File: src/rtl/ddr3_bist_pkg.sv
// Shared definitions for the DDR3 BIST: FIFO command encodings, default widths,
// FSM states and small helpers for the pattern generator and checker.
package ddr3_bist_pkg;

    localparam int unsigned DEF_ADDR_WIDTH = 27;
    localparam int unsigned DEF_DATA_WIDTH = 128;
    localparam int unsigned DEF_MASK_WIDTH = 16;
    localparam int unsigned DEF_BRST_WIDTH = 6;

    localparam logic [1:0] FIFO_IDE_TYPE = 2'd0;
    localparam logic [1:0] FIFO_CMD_TYPE = 2'd1;
    localparam logic [1:0] FIFO_WT_TYPE  = 2'd2;
    localparam logic [1:0] FIFO_RD_TYPE  = 2'd3;

    // Galois feedback mask for x^32 + x^22 + x^2 + x + 1 (right-shift form)
    localparam logic [31:0] LFSR_TAPS = 32'h8020_0003;

    typedef enum logic [3:0] {
        ST_IDLE,
        ST_WAIT_CAL,
        ST_WR_IDE,
        ST_WR_CMD,
        ST_WR_DATA,
        ST_RD_IDE,
        ST_RD_CMD,
        ST_RD_DATA,
        ST_FIN
    } bist_state_e;

    function automatic logic [31:0] lfsr_step(input logic [31:0] v);
        return (v >> 1) ^ (v[0] ? LFSR_TAPS : 32'h0);
    endfunction

    function automatic logic [15:0] sat_inc16(input logic [15:0] v);
        return (v == 16'hFFFF) ? v : v + 16'd1;
    endfunction

endpackage

File: src/rtl/ddr3_bist_pattern.sv
// Beat pattern source. Default: SEED + global beat index, replicated per 32-bit lane.
// With DDR3_BIST_LFSR_EN defined: a Galois LFSR reloaded by load and advanced by step.
module ddr3_bist_pattern
    import ddr3_bist_pkg::*;
#(
    parameter int unsigned DATA_WIDTH = DEF_DATA_WIDTH,
    parameter logic [31:0] SEED       = 32'h1357_2468
) (
    input  logic                  clk,
    input  logic                  rst,
    input  logic                  load,
    input  logic                  step,
    input  logic [31:0]           idx,
    output logic [DATA_WIDTH-1:0] word
);

    localparam int unsigned REPS = DATA_WIDTH / 32;

`ifdef DDR3_BIST_LFSR_EN
    logic [31:0] lfsr_q;
    logic        unused_idx;

    always_ff @(posedge clk) begin
        if (rst || load) begin
            lfsr_q <= SEED;
        end else if (step) begin
            lfsr_q <= lfsr_step(lfsr_q);
        end
    end

    assign word       = {REPS{lfsr_q}};
    assign unused_idx = ^idx;
`else
    logic [31:0] inc_word;
    logic        unused_ctl;

    assign inc_word   = SEED + idx;
    assign word       = {REPS{inc_word}};
    assign unused_ctl = ^{clk, rst, load, step};
`endif

endmodule

File: src/rtl/ddr3_bist.sv
// DDR3 traffic generator/checker driving the bridge FIFO interface: write a pattern,
// read it back, count mismatches. Pattern type selected by DDR3_BIST_LFSR_EN.
module ddr3_bist
    import ddr3_bist_pkg::*;
#(
    parameter int unsigned ADDR_WIDTH = DEF_ADDR_WIDTH,
    parameter int unsigned DATA_WIDTH = DEF_DATA_WIDTH,
    parameter int unsigned MASK_WIDTH = DEF_MASK_WIDTH,
    parameter int unsigned BRST_WIDTH = DEF_BRST_WIDTH,
    parameter int unsigned BURST_LEN  = 8,
    parameter int unsigned NUM_BURST  = 4,
    parameter int unsigned BASE_ADDR  = 0,
    parameter int unsigned ADDR_STEP  = 64,
    parameter logic [31:0] SEED       = 32'h1357_2468
) (
    input  logic                  clk,
    input  logic                  rst,
    input  logic                  start,
    input  logic                  calib_done,
    output logic                  io_fifo_cmd_valid,
    input  logic                  io_fifo_cmd_ready,
    output logic [1:0]            io_fifo_cmd_type,
    output logic [ADDR_WIDTH-1:0] io_fifo_cmd_addr,
    output logic [BRST_WIDTH-1:0] io_fifo_cmd_burst_cnt,
    output logic [DATA_WIDTH-1:0] io_fifo_cmd_wt_data,
    output logic [MASK_WIDTH-1:0] io_fifo_cmd_wt_mask,
    output logic                  io_fifo_rsp_valid,
    input  logic                  io_fifo_rsp_ready,
    input  logic [DATA_WIDTH-1:0] io_fifo_rsp_data,
    output logic                  busy,
    output logic                  done,
    output logic                  pass,
    output logic [15:0]           err_cnt,
    output logic [15:0]           first_err_idx
);

    localparam int unsigned BEAT_W  = BRST_WIDTH + 1;
    localparam int unsigned BURST_W = 16;

    bist_state_e           state_q;
    logic [BEAT_W-1:0]     beat_q;
    logic [BURST_W-1:0]    burst_q;
    logic [31:0]           gidx_q;
    logic [DATA_WIDTH-1:0] pat_word;
    logic [ADDR_WIDTH-1:0] burst_addr;
    logic cmd_fire, rsp_fire, last_beat, last_burst;
    logic wr_load, pat_step, pat_load, mismatch;

    assign cmd_fire   = io_fifo_cmd_valid && io_fifo_cmd_ready;
    assign rsp_fire   = io_fifo_rsp_valid && io_fifo_rsp_ready;
    assign last_beat  = (beat_q == BEAT_W'(BURST_LEN - 1));
    assign last_burst = (burst_q == BURST_W'(NUM_BURST - 1));
    assign burst_addr = ADDR_WIDTH'(BASE_ADDR + 32'(burst_q) * ADDR_STEP);
    assign mismatch   = (io_fifo_rsp_data != pat_word);

    // Pattern advances whenever a write beat is loaded into the output register
    // or a read beat is consumed; it rewinds when idle and at the write/read turn.
    assign wr_load  = cmd_fire && ((state_q == ST_WR_IDE) ||
                      (((state_q == ST_WR_CMD) || (state_q == ST_WR_DATA)) && !last_beat));
    assign pat_step = wr_load || ((state_q == ST_RD_DATA) && rsp_fire);
    assign pat_load = (state_q == ST_IDLE) ||
                      (cmd_fire && ((state_q == ST_WR_CMD) || (state_q == ST_WR_DATA)) &&
                       last_beat && last_burst);

    assign io_fifo_cmd_wt_mask = '0;

    ddr3_bist_pattern #(
        .DATA_WIDTH (DATA_WIDTH),
        .SEED       (SEED)
    ) u_pattern (
        .clk  (clk),
        .rst  (rst),
        .load (pat_load),
        .step (pat_step),
        .idx  (gidx_q),
        .word (pat_word)
    );

    always_ff @(posedge clk) begin
        if (rst || pat_load) begin
            gidx_q <= '0;
        end else if (pat_step) begin
            gidx_q <= gidx_q + 32'd1;
        end
    end

    always_ff @(posedge clk) begin
        if (rst) begin
            state_q               <= ST_IDLE;
            beat_q                <= '0;
            burst_q               <= '0;
            io_fifo_cmd_valid     <= 1'b0;
            io_fifo_cmd_type      <= FIFO_IDE_TYPE;
            io_fifo_cmd_addr      <= '0;
            io_fifo_cmd_burst_cnt <= '0;
            io_fifo_cmd_wt_data   <= '0;
            io_fifo_rsp_valid     <= 1'b0;
            busy                  <= 1'b0;
            done                  <= 1'b0;
            pass                  <= 1'b0;
            err_cnt               <= '0;
            first_err_idx         <= '0;
        end else begin
            case (state_q)
                ST_IDLE: if (start) begin
                    busy          <= 1'b1;
                    done          <= 1'b0;
                    pass          <= 1'b0;
                    err_cnt       <= '0;
                    first_err_idx <= '0;
                    burst_q       <= '0;
                    state_q       <= ST_WAIT_CAL;
                end
                ST_WAIT_CAL: if (calib_done) begin
                    io_fifo_cmd_valid <= 1'b1;
                    io_fifo_cmd_type  <= FIFO_IDE_TYPE;
                    state_q           <= ST_WR_IDE;
                end
                ST_WR_IDE: if (cmd_fire) begin
                    io_fifo_cmd_type      <= FIFO_CMD_TYPE;
                    io_fifo_cmd_addr      <= burst_addr;
                    io_fifo_cmd_burst_cnt <= BRST_WIDTH'(BURST_LEN - 1);
                    io_fifo_cmd_wt_data   <= pat_word;
                    beat_q                <= '0;
                    state_q               <= ST_WR_CMD;
                end
                // The CMD beat carries data beat 0; WT beats carry the rest
                ST_WR_CMD, ST_WR_DATA: if (cmd_fire) begin
                    if (last_beat) begin
                        io_fifo_cmd_type <= FIFO_IDE_TYPE;
                        if (last_burst) begin
                            burst_q <= '0;
                            state_q <= ST_RD_IDE;
                        end else begin
                            burst_q <= burst_q + BURST_W'(1);
                            state_q <= ST_WR_IDE;
                        end
                    end else begin
                        io_fifo_cmd_type    <= FIFO_WT_TYPE;
                        io_fifo_cmd_wt_data <= pat_word;
                        beat_q              <= beat_q + BEAT_W'(1);
                        state_q             <= ST_WR_DATA;
                    end
                end
                ST_RD_IDE: if (cmd_fire) begin
                    io_fifo_cmd_type      <= FIFO_RD_TYPE;
                    io_fifo_cmd_addr      <= burst_addr;
                    io_fifo_cmd_burst_cnt <= BRST_WIDTH'(BURST_LEN - 1);
                    state_q               <= ST_RD_CMD;
                end
                ST_RD_CMD: if (cmd_fire) begin
                    io_fifo_cmd_valid <= 1'b0;
                    io_fifo_rsp_valid <= 1'b1;
                    beat_q            <= '0;
                    state_q           <= ST_RD_DATA;
                end
                ST_RD_DATA: if (rsp_fire) begin
                    if (mismatch) begin
                        err_cnt <= sat_inc16(err_cnt);
                        if (err_cnt == 16'd0) begin
                            first_err_idx <= 16'(gidx_q);
                        end
                    end
                    if (last_beat) begin
                        io_fifo_rsp_valid <= 1'b0;
                        if (last_burst) begin
                            state_q <= ST_FIN;
                        end else begin
                            burst_q           <= burst_q + BURST_W'(1);
                            io_fifo_cmd_valid <= 1'b1;
                            io_fifo_cmd_type  <= FIFO_IDE_TYPE;
                            state_q           <= ST_RD_IDE;
                        end
                    end else begin
                        beat_q <= beat_q + BEAT_W'(1);
                    end
                end
                ST_FIN: begin
                    busy             <= 1'b0;
                    done             <= 1'b1;
                    pass             <= (err_cnt == 16'd0);
                    io_fifo_cmd_type <= FIFO_IDE_TYPE;
                    state_q          <= ST_IDLE;
                end
                default: state_q <= ST_IDLE;
            endcase
        end
    end

endmodule

File: config.mk
export PLATFORM = sky130hd
export DESIGN_NAME = ddr3_bist
export DESIGN_NICKNAME = d
export VERILOG_FILES = /design/src/rtl/ddr3_bist_pkg.sv /design/src/rtl/ddr3_bist_pattern.sv /design/src/rtl/ddr3_bist.sv
export SDC_FILE = /design/constraint.sdc
export NUM_CORES = 1
export LEC_CHECK = 0
export CORE_MARGIN = 3
export CORE_UTILIZATION = 50
export CTS_BUF_LIST = sky130_fd_sc_hd__clkbuf_16
export DETAILED_ROUTE_END_ITERATION = 12
export PLACE_DENSITY = 0.87
export SKIP_CTS_REPAIR_TIMING = 1
export SKIP_LAST_GASP = 1
export SYNTH_ARGS = -nofsm -noshare
export SYNTH_HDL_FRONTEND = slang
export SYNTH_SLANG_ARGS = --single-unit
File: constraint.sdc
create_clock -name clk -period 8.7 [get_ports clk]
set_input_delay 2.175 -clock clk [delete_from_list [all_inputs] [get_ports clk]]
set_output_delay 2.175 -clock clk [all_outputs]
set_load 0.05 [all_outputs]
# ---- Word-level counts from Yosys, hierarchy flattened
# Cells that the tools add are included.
dict set report word_totals {
  wordCells 146
  reg_bits 243
  inputBits 134
}
dict set report classes {
  muxes 61
  reduce_logical 38
  n_eq_ne 27
  n_addsub 5
}
# operator n
set op_table {}
lappend op_table {{128-bit two-way mux} 3}
lappend op_table {{128-bit case mux with 2 select lines} 1}
lappend op_table {{16-bit two-way mux} 13}
lappend op_table {{128-bit inequality test} 1}
lappend op_table {{16-bit case mux with 2 select lines} 2}
lappend op_table {{16-bit case mux with 3 select lines} 1}
lappend op_table {{4-bit two-way mux} 10}
lappend op_table {{16-bit by 1-bit adder with 16-bit output, second input constant} 2}
lappend op_table {{29-bit by 32-bit adder with 32-bit output, first input constant} 1}
lappend op_table {{32-bit by 1-bit adder with 32-bit output, second input constant} 1}
lappend op_table {{7-bit two-way mux} 4}
lappend op_table {{4-bit case mux with 7 select lines} 1}
lappend op_table {{2-bit inequality test, second input constant} 13}
lappend op_table {{7-bit case mux with 3 select lines} 1}
lappend op_table {{16-bit == test, second input constant} 1}
lappend op_table {{16-bit by 2-bit == test with 1-bit output, second input constant} 1}
lappend op_table {{4-bit by 3-bit == test with 1-bit output, second input constant} 4}
lappend op_table {{16-bit logical NOT} 1}
lappend op_table {{2-bit two-way mux} 8}
lappend op_table {{8-bit AND reduction} 2}
lappend op_table {{2-bit case mux with 6 select lines} 1}
lappend op_table {{4-bit AND reduction} 3}
lappend op_table {{1-bit two-way mux} 10}
lappend op_table {{5-bit AND reduction} 2}
lappend op_table {{other kinds (20)} 44}

# ---- Depth between registers and ports, before layout
# Gate-level depths: netlist of run 1.
dict set report depth {
  ltp_word 7
  mapped_depth 13
}

# ---- By module
# A second synthesis of run 1 with hierarchy kept.
dict set report unflattened {
  hier_cells 1639
  area_unflattened_um2 12961.2
}
# mod instances area_per_inst_um2 cells_per_inst
set by_module_without_submodules {}
lappend by_module_without_submodules {ddr3_bist 1 11484.8 1434}
lappend by_module_without_submodules {ddr3_bist_pattern 1 1476.4 205}

# ---- Least setup slack after synthesis of run 1
# OpenSTA, ideal clock, no wires.
dict set report synth_path {
  path_kind {input to register}
  start {input port io_fifo_rsp_data[2]}
  end {register first_err_idx[10]}
  setup_ns 0.072
  arrival_ns 4.571
  stages 11
  setup_slack_ns 4.057
  cell_sequence {or3_1 a22o_1 nor4_1 o211ai_1 a2111oi_0 nand4_1 nor4b_4 nand4_4 nand3_4 buf_6 mux2i_1}
}
dict set report synth_via {
  elab_chain_len 3
}
# element line_no
set synth_rtl {}
lappend synth_rtl {{start: declaration} ddr3_bist.sv:29} ;# input logic [DATA_WIDTH-1:0] io_fifo_rsp_data,
lappend synth_rtl {{128-bit inequality test} ddr3_bist.sv:54} ;# assign mismatch = (io_fifo_rsp_data != pat_word);
lappend synth_rtl {{2-bit inequality test (no line)} n/a}
lappend synth_rtl {{5-bit AND reduction (no line)} n/a}
lappend synth_rtl {{end signal: assignment} ddr3_bist.sv:161} ;# first_err_idx <= 16'(gidx_q);
lappend synth_rtl {{end: declaration} ddr3_bist.sv:34} ;# output logic [15:0] first_err_idx
# No other way between the ends.
# A chain may end at the register's enable or synchronous reset.

# ---- Worst setup path after layout of run 1
dict set report layout_path {
  start {input port io_fifo_rsp_data[62]}
  end {register first_err_idx[1]}
}
# The elaborated chain is that of the path after synthesis.

==> results of run 1 <==
-- cell usage in the layout, fill, tap and decap left out, drive strengths merged, types with 9 or more instances in the layout --
master | synthesis | layout
a211oi | 23 | 23
a21o | 11 | 11
a21oi | 63 | 63
a311oi | 10 | 10
a31oi | 10 | 10
and2 | 9 | 9
and3 | 20 | 20
and4 | 9 | 9
clkbuf | 47 | 17
clkdlybuf4s50 | 0 | 318
conb | 1 | 30
dfxtp | 147 | 147
inv | 33 | 40
mux2i | 54 | 54
nand2 | 121 | 121
nand2b | 24 | 24
nand3 | 37 | 37
nand4 | 31 | 31
nor2 | 139 | 139
nor2b | 11 | 11
nor3 | 36 | 36
nor4 | 33 | 33
o21ai | 50 | 50
or3 | 25 | 25
or4 | 14 | 14
xnor2 | 34 | 34
xor2 | 32 | 32
-- area by class of cell --
type / instances / area (µm²)
fill: 1631 / 6580
multi-input combinational: 967 / 6075
timing repair buffer: 325 / 3236
sequential: 147 / 2943
clock buffer: 17 / 425.4
tap: 265 / 331.6
clock inverter: 15 / 128.9
inverter: 33 / 123.9
antenna: 1 / 2.502
-- critical path, stage by stage --
cell and delay (ns):
clkdlybuf4s50_1 0.66, xnor2_1 0.16, o211ai_1 0.10, nor4_1 0.63, o211ai_1 0.23, a2111oi_0 0.36, nand4_1 0.21, nor4b_4 0.37
nand4_4 0.39, nand3_4 0.43, mux2i_1 0.28
-- layer usage --
metal	vias up	track usage [%]	part of all wire [%]
li1	4947	-	-
met1	4875	36.92	39
met2	561	52.15	49
met3	87	6.989	8.7
met4	0	11.85	4.1
met5	-	0	0
-- worst paths after layout --
path	endpoint	slack (ns)	cells past startpoint
min reg2reg	done$_SDFFE_PP0P_	0.45	2
max	first_err_idx[1]$_SDFFE_PP0P_	3.03	11
max reg2reg	first_err_idx[1]$_SDFFE_PP0P_	3.82	11
min	done$_SDFFE_PP0P_	0.45	2
-- flip-flops by register name, indices dropped and copies added (netlist names) --
register	count
io_fifo_cmd_valid	1
burst_q	16
state_q	4
beat_q	7
io_fifo_cmd_type	2
err_cnt	16
io_fifo_rsp_valid	1
first_err_idx	16
gidx_q	32
pass	1
io_fifo_cmd_wt_data	32
done	1
busy	1
io_fifo_cmd_addr	16
io_fifo_cmd_burst_cnt	1
-- cell usage after synthesis (7+ instances only) --
cell	instances	area (µm²)
nor4_1	33	206.5
xnor2_1	34	297.8
or3_1	25	156.4
nor2b_1	11	68.82
a21o_1	11	82.58
a311oi_1	7	61.31
nand4_1	30	187.7
clkbuf_1	47	176.4
buf_2	14	70.07
a31oi_1	10	62.56
a211oi_1	19	142.6
xor2_1	32	280.3
o21ai_0	46	230.2
o31ai_1	7	52.55
nand2_1	121	454.2
buf_4	128	960.9
nor3b_1	7	52.55
nor3_1	34	170.2
or4_1	14	105.1
and4_1	9	78.83
nor2_1	139	521.8
a211o_1	8	70.07
and3_1	20	125.1
mux2i_1	54	540.5
inv_1	33	123.9
a21oi_1	63	315.3
o2111ai_1	7	61.31
nand2b_1	24	150.1
and2_1	7	43.79
nand3_1	35	175.2
o211ai_1	8	60.06
dfxtp_1	147	2943
-- logic make-up after synthesis --
group	share of synthesized area, %
other cells	0.03648
buf+inv	13.61
compound gates	17.87
simple gates	28.02
mux	5.478
fa+ha+maj	0.7304
flops	28.63
xor+xnor	5.624
-- power by group through the flow --
stage	logic (mW)	clock network, mW	registers [mW]
global route	0.533	0.725	0.733
detailed placement	0.494	0	0.743
floorplan	0.340	0	0.751
CTS	0.497	0.699	0.728
global placement	0.487	0	0.742
finish	0.501	0.693	0.729
-- stage by stage --
| stage | utilization [%] | hold slack [ns] | cells |
|---|---|---|---|
| final | 66.84 | 0.4539 | 1770 |
| after floorplan | - | 0.4658 | 1346 |
| after global placement | 64.04 | 0.4462 | 1737 |
| after global routing | 66.84 | 0.4820 | 1770 |
| after CTS | 66.83 | 0.4565 | 1769 |
| after detailed placement | 64.04 | 0.4477 | 1737 |
==> flow_summary.json, run 1 <==
{
  "overflow": 0,
  "htreeDepth": 4,
  "synthFlopType": "dfxtp_1",
  "worstHoldPathType": "register to register",
  "synthCells": 1317,
  "worstPathArrival_ns": 6.01,
  "cts_root_buf": "clkbuf_16",
  "synth_seq_area_share_pct": 28.63,
  "worst_setup_path_start_kind": "primary input",
  "cts_tree": "done",
  "grt_max_degree": 57,
  "start_util_pct": 51.79,
  "io_buffers": 319,
  "synth_cell_type_count": 89,
  "ios": 350,
  "antenna_left": 0,
  "synth-seq-cells": 147,
  "max_freq_mhz": 176.4,
  "intPower_mw": 1.250,
  "ir_worst_vdd_uv": 125.3,
  "finalHoldViolations": 0,
  "p_switching_mw": 0.6718,
  "fin_crit_sh_pct": 65.17,
  "skew_ns": 0.01156,
  "grt_usage_pct": 30.39,
  "reg2reg_from": "gidx_q[3]$_SDFFE_PP0P_",
  "p_leak_nw": 4.511,
  "netSwitchingFraction_pct": 34.96,
  "rsz0062_at_grt": "no",
  "numCtsBuffers": 17,
  "antenna_found_initial": 1,
  "area_growth_pct": 29.06,
  "core_mm2": 0.01985,
  "worst_slew_pin_slew_ns": 1.168,
  "relSlewSlack_pct": 21.90,
  "finalPower_mw": 1.922,
  "via_count": 10470,
  "final_nets": 1631,
  "drtIter0Drc": 1161,
  "finalWirelength_um": 35380,
  "drive_gt1_share_pct": 4.721,
  "place_ws_ns": 2.667,
  "synth_edf_count": 0,
  "pwr-share-seq_pct": 37.9,
  "die_y_um": 149.4,
  "layout_min_cycle_time_ns": 5.670,
  "pwr-share-clk_pct": 36.0,
  "place.gp.congestion": 1.055,
  "grt_pass1_wl_um": 53860,
  "clkTransAtPathRegs_ns": 0.07,
  "maxCapViolations": 0,
  "min_from": "done$_SDFFE_PP0P_",
  "dpl_cell_area_mm2": 0.01271,
  "combPwrFrac_pct": 26.1,
  "clockBufferDepth": 2,
  "finalInstanceArea_mm2": 0.01327,
  "synth.cell_area_mm2": 0.01028,
  "finalSetupViolations": 0,
  "routed_via_density": 5.915,
  "synth_async_sr_flop_share_pct": 0,
  "slew_violations": 0,
  "first_pass_iters": 5,
  "criticalPathCategory": "primary input to register",
  "insertion_delay_ns": 0.42,
  "die_w_um": 149.4,
  "grt_pass1_vias": 9881,
  "hpwl_um": 27430,
  "fin_tns_setup_ns": 0,
  "cp_data_required_time_ns": 9.04,
  "clkSinkCount": 147,
  "rows": 51,
  "synth_area_per_cell_um2": 7.805,
  "drc": 0,
  "wl_per_cell_um": 19.99,
  "crit_fanout": 19,
  "cp-end-kind": "register",
  "die-area_mm2": 0.02231,
  "status": "completed",
  "startpoint": "io_fifo_rsp_data[62]",
  "p_per_area_mw_per_mm2": 144.9,
  "yosysWarnings": 0,
  "final.setup.worst_slack_ns": 3.030
}
(Power assumes the default switching activity.)
==> run 2: changes to the inputs <==
--- a/config.mk
+++ b/config.mk
@@ -6,10 +6,10 @@
 export NUM_CORES = 1
 export LEC_CHECK = 0
 export CORE_MARGIN = 3
-export CORE_UTILIZATION = 50
+export CORE_UTILIZATION = 42
 export CTS_BUF_LIST = sky130_fd_sc_hd__clkbuf_16
 export DETAILED_ROUTE_END_ITERATION = 12
-export PLACE_DENSITY = 0.87
+export PLACE_DENSITY = 0.78
 export SKIP_CTS_REPAIR_TIMING = 1
 export SKIP_LAST_GASP = 1
 export SYNTH_ARGS = -nofsm -noshare
==> constraint.sdc (replaced) <==
create_clock -name clk -period 4.6 [get_ports clk]
set_input_delay 1.15 -clock clk [delete_from_list [all_inputs] [get_ports clk]]
set_output_delay 1.15 -clock clk [all_outputs]
set_load 0.05 [all_outputs]
==> run 2 against run 1 <==
Critical path depth grew 2. Clock skew is essentially flat. Core utilization shrank 9.0 points. Highest routed layer is now met5. Sequential power grew 85%. Design area grew 3.6%. Largest cell class unchanged. Total power grew 96%. Sequential cell count is the same. Count of clock-buffer cells in the layout is the same. Worst hold slack gained 0.014 ns. Routed wire length grew 7.6%.
==> flow_summary.json, run 2 (synthesized netlist as in run 1, its figures left out) <==
{
  "fin_tns_setup_ns": 0,
  "max_freq_mhz": 231.8,
  "crit_fanout": 9,
  "antenna_left": 0,
  "ir_worst_vdd_uv": 222.1,
  "drc": 0,
  "skew_ns": 0.01185,
  "worst_slew_pin_slew_ns": 1.119,
  "worstPathArrival_ns": 4.68,
  "place_ws_ns": -0.01698,
  "core_mm2": 0.02375,
  "dpl_cell_area_mm2": 0.01313,
  "via_count": 10710,
  "utilization_pct": 57.86,
  "final_cell_mix": "clkdlybuf4s50_1 (318), dfxtp_1 (147), nor2_1 (139)",
  "area_growth_pct": 33.71,
  "finalInstanceArea_mm2": 0.01374,
  "grt_pass1_vias": 10180,
  "rows": 56,
  "final_nets": 1678,
  "wl_per_cell_um": 20.36,
  "clockBufferDepth": 2,
  "final_common_cell": "clkdlybuf4s50_1",
  "finalHoldViolations": 0,
  "io_buffers": 319,
  "grt_pass1_wl_um": 57360,
  "die_w_um": 162.4,
  "die_y_um": 162.4,
  "routed_via_density": 5.727,
  "top_regs": "gidx_q: 32 flops, io_fifo_cmd_wt_data: 32 flops",
  "drive_gt1_share_pct": 7.737,
  "worstHoldPathType": "register to register",
  "reg2reg_depth": 13,
  "finalSetupViolations": 0,
  "cts_root_buf": "clkbuf_16",
  "die-area_mm2": 0.02639,
  "clkSinkCount": 147,
  "insertion_delay_ns": 0.43,
  "place.gp.congestion": 1.002,
  "worst_setup_path_start_kind": "register",
  "grt_usage_pct": 27.52,
  "drtIter0Drc": 967,
  "finalWirelength_um": 38080,
  "htreeDepth": 4,
  "final.setup.worst_slack_ns": 0.2864,
  "dp_cells": 1838,
  "finalPower_mw": 3.767,
  "criticalPathCategory": "register to register",
  "antenna_found_initial": 3,
  "grt_max_degree": 108,
  "rsz0062_at_grt": "no",
  "numCtsBuffers": 17,
  "cp_data_required_time_ns": 4.97,
  "start_util_pct": 43.27,
  "relSlewSlack_pct": 25.18,
  "hpwl_um": 29840,
  "p_per_area_mw_per_mm2": 274.1,
  "p_leak_nw": 4.780,
  "r2r_setup_slack_ns": 0.29,
  "holdWs_ns": 0.4674,
  "cts_tree": "done",
  "min_path_cells": 2,
  "clkTransAtPathRegs_ns": 0.07,
  "maxCapViolations": 0,
  "ios": 350,
  "cp-end-kind": "register",
  "fin_cells": 1870,
  "slew_violations": 0,
  "status": "completed",
  "overflow": 0,
  "fin_crit_sh_pct": 93.77,
  "first_pass_iters": 6,
  "num_antenna_cells": 0,
  "layout_min_cycle_time_ns": 4.314
}
## run 2: cell count changes in the layout (fill, tap and decap cells not counted), sizes merged
cell and delta:
clkinvlp -2, buf +47, inv -1, clkinv +3, diode -1
## run 2: path summary, 6_finish.rpt
kind / startpoint / to
worst max-delay path: gidx_q[4]$_SDFFE_PP0P_ / err_cnt[4]$_SDFFE_PP0P_
worst min-delay path: done$_SDFFE_PP0P_ / done$_SDFFE_PP0P_
worst max register to register: gidx_q[4]$_SDFFE_PP0P_ / err_cnt[4]$_SDFFE_PP0P_
worst min register to register: done$_SDFFE_PP0P_ / done$_SDFFE_PP0P_
## run 2: cell type report
type	count	area, µm²
fill	2142	10010
multi-input combinational	967	6076
timing repair buffer	372	3588
sequential	147	2943
clock buffer	17	425.4
tap	319	399.1
clock inverter	15	187.7
inverter	33	123.9
## run 2: routing by layer
metal / track usage, % / part of all wire [%]
met5: 0 / 0.089
met4: 8.763 / 3.0
met1: 34.13 / 41
met2: 47.98 / 49
met3: 5.443 / 7.1
## run 2: where the power goes
| group | internal, mW | switching (mW) |
|---|---|---|
| Clock | 0.738 | 0.681 |
| Sequential | 1.31 | 0.0465 |
| Combinational | 0.370 | 0.623 |
## run 2: critical path, cell delays in order, from the launching register on
cell and delay [ns]:
dfxtp_1 0.42, ha_1 0.32, nor3_2 0.38, o21ai_2 0.22, a32oi_1 0.56, a21boi_0 0.16, a2111oi_0 0.50, buf_4 0.21
nand4_1 0.16, nor4b_4 0.39, nand4_4 0.27, buf_4 0.25, a311oi_1 0.28, a21o_1 0.11
==> run 3: changes to the inputs <==
--- a/config.mk
+++ b/config.mk
@@ -9,9 +9,11 @@
 export CORE_UTILIZATION = 42
 export CTS_BUF_LIST = sky130_fd_sc_hd__clkbuf_16
 export DETAILED_ROUTE_END_ITERATION = 12
+export MAX_ROUTING_LAYER = met4
 export PLACE_DENSITY = 0.78
 export SKIP_CTS_REPAIR_TIMING = 1
 export SKIP_LAST_GASP = 1
 export SYNTH_ARGS = -nofsm -noshare
 export SYNTH_HDL_FRONTEND = slang
 export SYNTH_SLANG_ARGS = --single-unit
+export TNS_END_PERCENT = 50
==> run 3 against run 2 <==
Sequential power is essentially flat. Global-route usage is 0.27 points lower. Register-to-register slack about the same. First-iteration DRC count increased by 13%. Largest power group unchanged. Worst hold slack worse by 0.0012 ns. Sequential share of layout area about the same. Fmax up 0.26%. Highest routed layer is now met4. Count of clock-buffer cells in the layout stayed put. Critical path depth is 1 lower. Design area down 0.17%. Clock power about the same. Setup slack improved by 0.011 ns.
==> flow_summary.json, run 3 (synthesized netlist as in run 1, its figures left out) <==
{
  "maxCapViolations": 0,
  "fillers": 2157,
  "wl_per_cell_um": 19.78,
  "grt_max_degree": 72,
  "clockBufferDepth": 2,
  "utilization_pct": 57.76,
  "routed_via_density": 5.800,
  "worst_slew_pin_slew_ns": 0.8508,
  "worstHoldPathType": "register to register",
  "finalWirelength_um": 36950,
  "antenna_found_initial": 1,
  "clkSinkCount": 147,
  "rows": 56,
  "die_w_um": 162.4,
  "crit_fanout": 22,
  "relSlewSlack_pct": 43.20,
  "hpwl_um": 28820,
  "cp-end-kind": "register",
  "ir_worst_vdd_uv": 199.5,
  "final_common_cell": "clkdlybuf4s50_1",
  "overflow": 0,
  "finalPower_mw": 3.746,
  "place.gp.congestion": 1.106,
  "worst_setup_path_start_kind": "register",
  "final_cell_mix": "clkdlybuf4s50_1 (318), dfxtp_1 (147), nor2_1 (139)",
  "grt_pass1_wl_um": 55550,
  "cts_tree": "done",
  "finalSetupViolations": 0,
  "cts_root_buf": "clkbuf_16",
  "cp_data_required_time_ns": 4.97,
  "htreeDepth": 4,
  "insertion_delay_ns": 0.43,
  "rsz0062_at_grt": "no",
  "area_growth_pct": 33.48,
  "grt_usage_pct": 27.25,
  "first_pass_iters": 6,
  "drc": 0,
  "core_mm2": 0.02375,
  "die_y_um": 162.4,
  "p_per_area_mw_per_mm2": 273.0,
  "slew_violations": 0,
  "ios": 350,
  "start_util_pct": 43.27,
  "p_leak_nw": 4.764,
  "io_buffers": 319,
  "antenna_left": 0,
  "max_freq_mhz": 232.4,
  "criticalPathCategory": "register to register",
  "numCtsBuffers": 17,
  "fin_tns_setup_ns": 0,
  "drtIter0Drc": 1095,
  "final_nets": 1675,
  "grt_pass1_vias": 9935,
  "final.setup.worst_slack_ns": 0.2976,
  "top_regs": "gidx_q: 32 flops, io_fifo_cmd_wt_data: 32 flops",
  "fin_crit_sh_pct": 93.53,
  "layout_min_cycle_time_ns": 4.302,
  "clkTransAtPathRegs_ns": 0.07,
  "worstPathArrival_ns": 4.67,
  "status": "completed",
  "finalHoldViolations": 0,
  "drive_gt1_share_pct": 7.623,
  "die-area_mm2": 0.02639,
  "skew_ns": 0.01691,
  "via_count": 10840,
  "place_ws_ns": -0.06235
}
## run 3: cell count changes in the layout (fill, tap and decap cells not counted), sizes merged
cell	delta
clkinvlp	-1
buf	-3
inv	+2
clkinv	-1
diode	+1
## run 3: path summary, 6_finish.rpt
kind | start | to | slack, ns | depth (start not counted)
setup / recovery | gidx_q[16]$_SDFFE_PP0P_ | err_cnt[2]$_SDFFE_PP0P_ | 0.30 | 12
hold / removal | done$_SDFFE_PP0P_ | done$_SDFFE_PP0P_ | 0.47 | 2
setup reg to reg | gidx_q[16]$_SDFFE_PP0P_ | err_cnt[2]$_SDFFE_PP0P_ | 0.30 | 12
hold reg to reg | done$_SDFFE_PP0P_ | done$_SDFFE_PP0P_ | 0.47 | 2
## run 3: where the power goes
part | switching (mW) | internal (mW) | leakage (nW)
clock network | 0.659 | 0.738 | 0.296
registers | 0.0529 | 1.31 | 1.18
logic | 0.625 | 0.363 | 3.28
## run 3: per-stage QoR
step | instance area (µm²) | hold slack (ns) | instances
floorplan | 10390 | 0.4658 | 1346
global placement | 13110 | 0.4471 | 1835
detailed placement | 13110 | 0.4565 | 1835
CTS | 13710 | 0.4679 | 1867
global route | 13720 | 0.4966 | 1868
finish | 13720 | 0.4662 | 1868
## run 3: critical path: stages, from the launching register on
cell	delay (ns)
dfxtp_1	0.88
nor3_2	0.21
and3_1	0.29
and2_4	0.20
o311ai_0	0.71
o21ai_0	0.16
a22oi_1	0.41
nor4b_1	0.36
buf_4	0.19
nand4_4	0.21
buf_4	0.26
a311oi_1	0.27
a21o_1	0.11
## run 3: cell type report
type	instances	area, µm²	share of cell area (%)
clock inverters	15	178.9	1.304
diodes	1	2.502	0.01824
multi-input cells	967	6081	44.32
flip-flops and latches	147	2943	21.45
well taps	319	399.1	2.909
clock buffers	17	425.4	3.101
inverters	33	123.9	0.9029
repair buffers	369	3566	25.99
## run 3: metal layers
layer  part of all wire [%]  GRT usage [%]  up-vias  wire length, µm
met3                    9.2          5.036       74             3387
met5                      0              -        -                0
met4                    2.9          8.879        0             1069
met2                     48          45.47      640            17900
li1                       -              -     5031                -
met1                     39          33.36     5090            14590
